$ cat config.mk
export PLATFORM = sky130hd
export DESIGN_NAME = spi_ram_burst_slave
export DESIGN_NICKNAME = d
export VERILOG_FILES = /design/src/rtl/spi_ram_pkg.sv /design/src/rtl/spr_ram.sv /design/src/rtl/spi_ram_burst_slave.sv
export SDC_FILE = /design/constraint.sdc
export NUM_CORES = 2
export LEC_CHECK = 0
export CAP_MARGIN = 10
export CORE_MARGIN = 2
export CORE_UTILIZATION = 65
export CTS_BUF_LIST = sky130_fd_sc_hd__clkbuf_8
export DETAILED_ROUTE_END_ITERATION = 8
export HOLD_SLACK_MARGIN = 0.08
export PLACE_DENSITY = 0.81
export SETUP_SLACK_MARGIN = 0.4
export SLEW_MARGIN = 0
export SYNTH_ARGS = -nofsm -noshare
export SYNTH_HDL_FRONTEND = slang
export SYNTH_SLANG_ARGS = --single-unit
export TNS_END_PERCENT = 20
$ cat constraint.sdc
create_clock -name clk -period 4.5 [get_ports clk]
set_clock_uncertainty 0.05 [all_clocks]
set_input_delay 1.125 -clock clk [delete_from_list [all_inputs] [get_ports clk]]
set_output_delay 1.125 -clock clk [all_outputs]
set_load 0.05 [all_outputs]
$ cat src/rtl/spi_ram_pkg.sv
// Shared state encoding and opcodes for the SPI burst RAM slave.
package spi_ram_pkg;

  typedef enum logic [2:0] {
    IDLE    = 3'd0,
    CMD     = 3'd1,
    WR_ADDR = 3'd2,
    WR_DATA = 3'd3,
    RD_ADDR = 3'd4,
    RD_DATA = 3'd5,
    DRAIN   = 3'd6
  } state_e;

  localparam logic [1:0] OP_WR_ADDR = 2'b00;
  localparam logic [1:0] OP_WR_DATA = 2'b01;
  localparam logic [1:0] OP_RD_ADDR = 2'b10;
  localparam logic [1:0] OP_RD_DATA = 2'b11;

endpackage

$ cat src/rtl/spr_ram.sv
// Single-port RAM with a registered read port (one cycle latency).
module spr_ram #(
  parameter int unsigned MEM_DEPTH = 256,
  parameter int unsigned ADDR_SIZE = 8,
  parameter int unsigned DATA_SIZE = 8
) (
  input  logic                 clk,
  input  logic                 we,
  input  logic                 re,
  input  logic [ADDR_SIZE-1:0] addr,
  input  logic [DATA_SIZE-1:0] din,
  output logic [DATA_SIZE-1:0] dout
);

  logic [DATA_SIZE-1:0] MEM [MEM_DEPTH];

  // Write has priority; read data holds until the next read.
  always_ff @(posedge clk) begin
    if (we) begin
      MEM[addr] <= din;
    end else if (re) begin
      dout <= MEM[addr];
    end
  end

endmodule

$ cat src/rtl/spi_ram_burst_slave.sv
// SPI slave front-end with burst read/write into an on-chip RAM.
// Assumes max(ADDR_SIZE, DATA_SIZE) >= 2 so the opcode fits the input shifter.
module spi_ram_burst_slave
  import spi_ram_pkg::*;
#(
  parameter int unsigned MEM_DEPTH = 256,
  parameter int unsigned ADDR_SIZE = 8,
  parameter int unsigned DATA_SIZE = 8,
  parameter bit          AUTO_INC  = 1'b1
) (
  input  logic clk,
  input  logic rstn,
  input  logic SS_n,
  input  logic MOSI,
  output logic MISO
);

  localparam int unsigned SH_W  = (ADDR_SIZE > DATA_SIZE) ? ADDR_SIZE : DATA_SIZE;
  localparam int unsigned CNT_W = $clog2(SH_W + 1);
  localparam logic [CNT_W-1:0]   CNT_ADDR = CNT_W'(ADDR_SIZE);
  localparam logic [CNT_W-1:0]   CNT_DATA = CNT_W'(DATA_SIZE);
  localparam logic [ADDR_SIZE:0] DEPTH_X  = (ADDR_SIZE + 1)'(MEM_DEPTH);
  localparam logic [ADDR_SIZE:0] LAST_X   = (ADDR_SIZE + 1)'(MEM_DEPTH - 1);

  state_e               state_q, state_d;
  logic [CNT_W-1:0]     cnt_q, cnt_d, cnt_inc;
  logic [SH_W-1:0]      sin_q, sin_d, sin_next;
  logic [DATA_SIZE-1:0] sout_q, sout_d;
  logic                 miso_q, miso_d;
  logic [ADDR_SIZE-1:0] wr_addr_q, wr_addr_d;
  logic [ADDR_SIZE-1:0] rd_addr_q, rd_addr_d;
  logic                 ss_hi_q, ss_hi_d;

  logic                 ram_we_c, ram_re_c;
  logic [ADDR_SIZE-1:0] ram_addr_c;
  logic [DATA_SIZE-1:0] ram_wdata_c, ram_rdata;

  // Out-of-range pointers are used as address 0.
  function automatic logic [ADDR_SIZE-1:0] clamp(input logic [ADDR_SIZE-1:0] a);
    return ({1'b0, a} >= DEPTH_X) ? '0 : a;
  endfunction

  // Next pointer after an access, wrapping past the last word.
  function automatic logic [ADDR_SIZE-1:0] next_addr(input logic [ADDR_SIZE-1:0] a);
    logic [ADDR_SIZE-1:0] e;
    e = clamp(a);
    return ({1'b0, e} == LAST_X) ? '0 : e + ADDR_SIZE'(1);
  endfunction

  // Frame decode, shifters and pointer update.
  always_comb begin
    state_d     = state_q;
    cnt_d       = cnt_q;
    sin_d       = sin_q;
    sout_d      = sout_q;
    miso_d      = 1'b0;
    wr_addr_d   = wr_addr_q;
    rd_addr_d   = rd_addr_q;
    ss_hi_d     = SS_n;
    ram_we_c    = 1'b0;
    ram_re_c    = 1'b0;
    ram_addr_c  = '0;
    sin_next    = (sin_q << 1) | SH_W'(MOSI);
    cnt_inc     = cnt_q + CNT_W'(1);
    ram_wdata_c = sin_next[DATA_SIZE-1:0];

    case (state_q)
      IDLE: begin
        // A new frame needs SS_n seen high at least once since the last one.
        if (!SS_n && ss_hi_q) begin
          state_d = CMD;
          cnt_d   = '0;
          sin_d   = '0;
        end
      end
      CMD: begin
        sin_d = sin_next;
        cnt_d = cnt_inc;
        if (cnt_q == CNT_W'(1)) begin
          cnt_d = '0;
          sin_d = '0;
          case (sin_next[1:0])
            OP_WR_ADDR: state_d = WR_ADDR;
            OP_WR_DATA: state_d = WR_DATA;
            OP_RD_ADDR: state_d = RD_ADDR;
            OP_RD_DATA: state_d = RD_DATA;
          endcase
        end
      end
      WR_ADDR, RD_ADDR: begin
        sin_d = sin_next;
        cnt_d = cnt_inc;
        if (cnt_inc == CNT_ADDR) begin
          if (state_q == WR_ADDR) wr_addr_d = sin_next[ADDR_SIZE-1:0];
          else                    rd_addr_d = sin_next[ADDR_SIZE-1:0];
          state_d = DRAIN;
        end
      end
      WR_DATA: begin
        sin_d = sin_next;
        cnt_d = cnt_inc;
        if (cnt_inc == CNT_DATA) begin
          ram_we_c  = 1'b1;
          wr_addr_d = next_addr(wr_addr_q);
          cnt_d     = '0;
          sin_d     = '0;
          if (!AUTO_INC) state_d = DRAIN;
        end
      end
      RD_DATA: begin
        // cnt 0: first read in flight; cnt DATA_SIZE: word ready to load.
        if (cnt_q == '0) begin
          ram_re_c = 1'b1;
          cnt_d    = CNT_DATA;
        end else begin
          if (cnt_q == CNT_DATA) begin
            sout_d    = ram_rdata;
            cnt_d     = CNT_W'(1);
            rd_addr_d = next_addr(rd_addr_q);
          end else begin
            sout_d = sout_q << 1;
            cnt_d  = cnt_inc;
          end
          miso_d = sout_d[DATA_SIZE-1];
          // Last bit of the word is now on MISO: prefetch or stop.
          if (cnt_d == CNT_DATA) begin
            if (AUTO_INC) ram_re_c = 1'b1;
            else          state_d  = DRAIN;
          end
        end
      end
      DRAIN: ;
      default: state_d = IDLE;
    endcase

    // Deselect discards any partial word and ends the frame.
    if (SS_n) begin
      state_d   = IDLE;
      miso_d    = 1'b0;
      cnt_d     = '0;
      sin_d     = '0;
      wr_addr_d = wr_addr_q;
      rd_addr_d = rd_addr_q;
      ram_we_c  = 1'b0;
      ram_re_c  = 1'b0;
    end

    ram_addr_c = clamp(ram_we_c ? wr_addr_q : rd_addr_q);
  end

  // State, shifters, pointers and MISO register.
  always_ff @(posedge clk or negedge rstn) begin
    if (!rstn) begin
      state_q   <= IDLE;
      cnt_q     <= '0;
      sin_q     <= '0;
      sout_q    <= '0;
      miso_q    <= 1'b0;
      wr_addr_q <= '0;
      rd_addr_q <= '0;
      ss_hi_q   <= 1'b0;
    end else begin
      state_q   <= state_d;
      cnt_q     <= cnt_d;
      sin_q     <= sin_d;
      sout_q    <= sout_d;
      miso_q    <= miso_d;
      wr_addr_q <= wr_addr_d;
      rd_addr_q <= rd_addr_d;
      ss_hi_q   <= ss_hi_d;
    end
  end

  assign MISO = miso_q;

  spr_ram #(
    .MEM_DEPTH(MEM_DEPTH),
    .ADDR_SIZE(ADDR_SIZE),
    .DATA_SIZE(DATA_SIZE)
  ) RAM (
    .clk (clk),
    .we  (ram_we_c),
    .re  (ram_re_c),
    .addr(ram_addr_c),
    .din (ram_wdata_c),
    .dout(ram_rdata)
  );

endmodule

# Yosys cells after proc, flatten, opt, wreduce, memory -nomap -nowiden
# Memories as Yosys holds them, arrays and structs flattened. A register that Yosys moved wholly into a read port is not among the register bits.
# Cells that the tools add are included.
# totals
ff_bits,39
input_bits,4
mem_bits_rw,2048
elab_cells,104
memories,1
# op_classes
muxes,45
n_eq_ne,25
addsub,3
bitwise_logic,4
reduce_logical,18
# memory_table
name,depth,width,rd,rd_clocked_by_memory_dff,write_ports,line_no,rtl
RAM.MEM,256,8,1,1,1,spr_ram.sv:15,logic [DATA_SIZE-1:0] MEM [MEM_DEPTH];
# op_table
op,n
$mux 8,11
$mux 4,8
$pmux 8 s2,2
$mux 7,4
$pmux 7 s4,1
$pmux 3 s4,2
$pmux 4 s5,1
$add 8x1->8 const B,2
$eq 8x8->1 const B,2
$eq 4x4->1 const B,3
$mux 1,12
$mux 3,4
$ne 2x2->1 const B,6
$eq 3x3->1 const B,3
$ne 3x3->1 const B,3
$or 8x1->8,1
$reduce_and 2->1,4
$eq 3x2->1 const B,2
$reduce_and 6->1,1
$reduce_bool 6->1,1
$reduce_and 5->1,1
$reduce_bool 5->1,1
$add 4x1->4 const B,1
$eq 2x2->1 const B,2
14 further kinds,17

# Depth between registers and ports, before layout
# depth
depth_word,10
mapped_depth,15

# Hierarchy
# A second synthesis with hierarchy kept.
# unflattened
hier_cells,3824
hier_area_um2,81020.2
# by_module_without_submodules
module,seq_area_each_um2,instances,cells_per_inst,area_per_inst_um2
spr_ram,61739.2,1,3547,78560.3
spi_ram_burst_slave,975.9,1,277,2459.9

# Least setup slack after synthesis
# No wires, ideal clock.
# synth_path
path_type,register to register
from,register sin_q[0]
to,memory RAM.MEM[0][1] (data pin)
t_arrival_ns,3.255
slack_ns,0.376
stages_incl_launch_ff,1
setup_ns,0.819
synth_period_minus_slack_ns,4.124
path_cell_list,dfrtp_1
# synth_between
elab_chain_cells,1
# synth_rtl
element,line_no,rtl
from (decl),spi_ram_burst_slave.sv:27,"logic [SH_W-1:0] sin_q, sin_d, sin_next;"
from (signal assigned),spi_ram_burst_slave.sv:165,sin_q <= sin_d;
$or 8x1->8,spi_ram_burst_slave.sv:63,sin_next = (sin_q << 1) | SH_W'(MOSI);
to (decl),spr_ram.sv:15,
# No other way between the ends.

# Final worst setup path
# layout_path
from,register cnt_q[1]
to,register RAM.dout[4] (read register of RAM.MEM) (data pin)
# layout_between
elab_chain_cells,10
# layout_rtl
element,line_no,rtl
from (decl),spi_ram_burst_slave.sv:26,"logic [CNT_W-1:0] cnt_q, cnt_d, cnt_inc;"
from (signal assigned),spi_ram_burst_slave.sv:164,cnt_q <= cnt_d;
$add 4x1->4 or $eq 4x4->1 (tied branches),"spi_ram_burst_slave.sv:64, spi_ram_burst_slave.sv:116",
$mux 4,spi_ram_burst_slave.sv:116,if (cnt_q == CNT_DATA) begin
$mux 4,spi_ram_burst_slave.sv:112,if (cnt_q == '0) begin
$mux 4,spi_ram_burst_slave.sv:67,case (state_q)
$eq 4x4->1,spi_ram_burst_slave.sv:126,if (cnt_d == CNT_DATA) begin
$mux 1,spi_ram_burst_slave.sv:126,
$mux 1,spi_ram_burst_slave.sv:112,
$mux 1,spi_ram_burst_slave.sv:67,
$mux 1,spi_ram_burst_slave.sv:137,if (SS_n) begin
$reduce_and 2->1 (no source line),-,
to (decl),spr_ram.sv:12,output logic [DATA_SIZE-1:0] dout
# Parallel ways exist; a longest one is shown, timed or not. The select of a mux whose other input is x is not followed.
# A chain may end at the register's enable or synchronous reset.

==> results by group <==
GRT
  • Initial antenna violation count: 6
  • Pin count of the biggest net entering global routing: 163
  • First-pass GRT wire length: 300,000 um
  • GRT Util Overall: 0.316
  • Vias in the first global route: 48,200
  • GRT overflow: 0

Drt
  • DR vias: 48,200
  • Via density: 6.57
  • Initial DRC count: 6,687
  • Post-detailed-route count of antenna-violating nets: 0
  • Drt drc: 0
  • Drt first pass iters: 8
  • Routed length per instance: 28.0 um
  • Final Routed Wirelength: 205,000 um

Logic synthesis
  • Synth Register Bits: 2,095
  • Post-Syn Nets: 4,739
  • Synthesized area: 81,800 um2
  • Prevailing post-synth register cell: edfxtp_1
  • Most common cell in the netlist: edfxtp_1
  • Netlist cell types: 46
  • EDFF count, synth: 2,056
  • Dominant cells by area after synthesis: edfxtp_1, mux2i_1, o22ai_1
  • Synth warn: 0
  • Async S/R FF share, synth: 0.0186
  • Register area share after synthesis: 0.766
  • Post-synth top cells: edfxtp_1, mux2i_1, o22ai_1, nor2_1, buf_2
  • Synth area leader: edfxtp_1
  • Mapped Avg Cell Area: 17.3 um2
  • Syn Inst Count: 4,730
  • Top cell type's share of synthesized area: 0.755

Timing
  • Final Cycle Share: 0.903
  • Final Hold Slack: 0.181 ns
  • Endpoints failing setup: 0
  • Relative slew slack: 0.216
  • Final hold vios: 0
  • Minimum clock period: 4.07 ns
  • Setup TNS: 0 ns
  • Worst-margin pin slew: 1.18 ns
  • Fmax: 0.246 GHz
  • RSZ-0062 raised after global routing: no
  • Pins Over Slew Limit: 0
  • Final worst slack: 0.435 ns

Clocking
  • Max clock buf depth: 4
  • # clock sinks: 2,095
  • Root buffer cell: clkbuf_8
  • Num CTS Buffers: 331
  • CTS H-tree depth: 5
  • Worst-path clk slew: 0.06 ns
  • Worst-Skew Late Latency: 1.06 ns
  • CTS tree: done

Place
  • Port bufs: 4
  • Dpl ws: -0.529 ns
  • Global placer's final weighted congestion: 0.942
  • DP Wirelength: 125,000 um

Setup path
  • Worst r2r path cells: 15
  • Crit path required time: 5.25 ns
  • CP Class: flip-flop to flip-flop
  • Worst-path fanout max: 15
  • Reg-to-reg slack, setup: 0.43 ns
  • Crit end category: flip-flop
  • Reg-to-reg endpoint: RAM.dout[4]
  • Crit path arrival time: 4.81 ns
  • Crit start category: flip-flop
  • Reg-to-reg startpoint: cnt_q[1]

Floorplanning
  • Core Area: 125,000 um2
  • Ports: 5
  • Die width: 359 um
  • Total die area: 129,000 um2
  • Row count: 130
  • Die Span Y: 359 um
  • Starting Density: 0.653

Power
  • PwrDens: 387 nW/um2
  • Worst IR Drop VDD: 0.326 mV
  • Leakage: 38.1 nW
  • Total power after layout: 0.0367 W

Worst hold path
  • Hold Crit Class: input port to async pin

Finish
  • Filler cells: 6,652
  • Syn-to-layout area delta: 16.0%
  • Nets: 5,466
  • Share of cells above drive strength 1: 0.202

Run
  • Max-Cap Viols: 0

Outcome
  • Status: completed
-- worst max-delay path by stage --
| stage | startpoint | to | slack (ns) | cells past startpoint |
|---|---|---|---|---|
| floorplan | sin_q[1] | RAM.MEM[0][2] | 0.41 | 0 |
| global route | cnt_q[1] | RAM.dout[2] | 0.39 | 16 |
| global placement | SS_n | RAM.dout[1] | -0.46 | 13 |
| finish | cnt_q[1] | RAM.dout[4] | 0.43 | 15 |
| detailed placement | SS_n | RAM.dout[1] | -0.53 | 13 |
| CTS | state_q[1] | RAM.dout[5] | 0.44 | 15 |
-- layout by cell type (no fill, tap or decap), types with 4 or more instances in the layout --
| cell type | instances |
|---|---|
| dfrtp_4 | 7 |
| o22ai_1 | 585 |
| clkinvlp_4 | 7 |
| edfxtp_1 | 2056 |
| mux2i_2 | 9 |
| a22o_1 | 8 |
| nor4_1 | 120 |
| nor2b_1 | 6 |
| nand4_1 | 13 |
| ha_1 | 4 |
| clkinv_2 | 33 |
| buf_6 | 7 |
| nor3_1 | 13 |
| nand2_4 | 8 |
| buf_4 | 577 |
| clkbuf_8 | 341 |
| nand2_1 | 59 |
| dfrtp_1 | 28 |
| nand3_2 | 11 |
| a21oi_1 | 31 |
| bufinv_16 | 5 |
| nand3_1 | 16 |
| nor4_2 | 8 |
| buf_12 | 100 |
| o21ai_1 | 38 |
| nor3b_1 | 4 |
| nor2_1 | 290 |
| dfrtp_2 | 4 |
| nand2b_1 | 5 |
| inv_1 | 120 |
| or2_2 | 4 |
| mux2i_1 | 1022 |
| clkinv_1 | 61 |
| o21ai_0 | 31 |
-- metal layers --
layer  share of wire  wire length, um  global-route usage
met5        0.000063               13                   0
met4           0.051            10500               0.153
met3            0.13            25800              0.0832
met2            0.47            96700               0.496
met1            0.35            72100               0.416
-- where the power goes --
group          switching, W  leakage [nW]  total, W  internal [W]
combinational      0.000617          16.3  0.000900      0.000282
clock               0.00703          3.32    0.0143       0.00725
sequential         0.000111          18.5    0.0215        0.0214
-- sequential cells by signal (all words and copies together) (netlist names) --
name / cells
rd_addr_q: 8
wr_addr_q: 8
state_q: 3
cnt_q: 4
MISO: 1
sin_q: 7
ss_hi_q: 1
RAM.MEM: 2048
sout_q: 7
RAM.dout: 8
-- area by class of cell --
cell class	instances	area, um2	share of cell area
clock inverter	212	995	0.0105
clock buffer	341	4690	0.0495
timing repair buffer	691	6520	0.0687
inverter	14	52.6	0.000554
antenna	3	7.51	0.0000791
sequential	2095	62700	0.661
multi-input combinational	2324	17800	0.188
tap	1650	2060	0.0218
-- critical path, stage by stage (launching register included) --
cell and delay, ns:
dfrtp_2 0.47, ha_4 0.17, nand2_1 0.11, a2111o_1 0.52
buf_12 0.20, mux2_4 0.35, buf_4 0.17, nand2_4 0.11
buf_12 0.18, buf_4 0.23, o22ai_1 0.15, nor4_1 0.24
buf_4 0.21, o22ai_1 0.26, o21ai_1 0.25, nand4_1 0.11
-- logic make-up (layout without fill, tap and decap cells) --
family | count (synthesis) | count (layout) | share of synthesized area
AO/OA/AOI/OAI | 713 | 713 | 0.0534
multiplexers | 1036 | 1036 | 0.127
buffers and inverters | 311 | 1258 | 0.0194
flip-flops | 2095 | 2095 | 0.766
AND/OR/NAND/NOR | 570 | 570 | 0.0328
adder cells (fa/ha/maj) | 5 | 5 | 0.000765
other | 0 | 3 | 0
-- stage by stage --
stage | std cells | area, um2 | util
4_1_cts | 7317 | 94700 | 0.756
3_3_place_gp | 6764 | 89000 | 0.710
5_1_grt | 7329 | 94900 | 0.758
6_report | 7330 | 94900 | 0.758
3_5_place_dp | 6764 | 89000 | 0.710
2_1_floorplan | 4730 | 81800 | -
-- repair_timing --
item	4_1_cts	5_1_grt
cloned	0	1
endpoints found under the setup margin	8	16
pin swaps	2	6
hold buffers	0	0
resized for setup	8	27
setup buffers	0	9
Power figures use the tool's default switching activity.
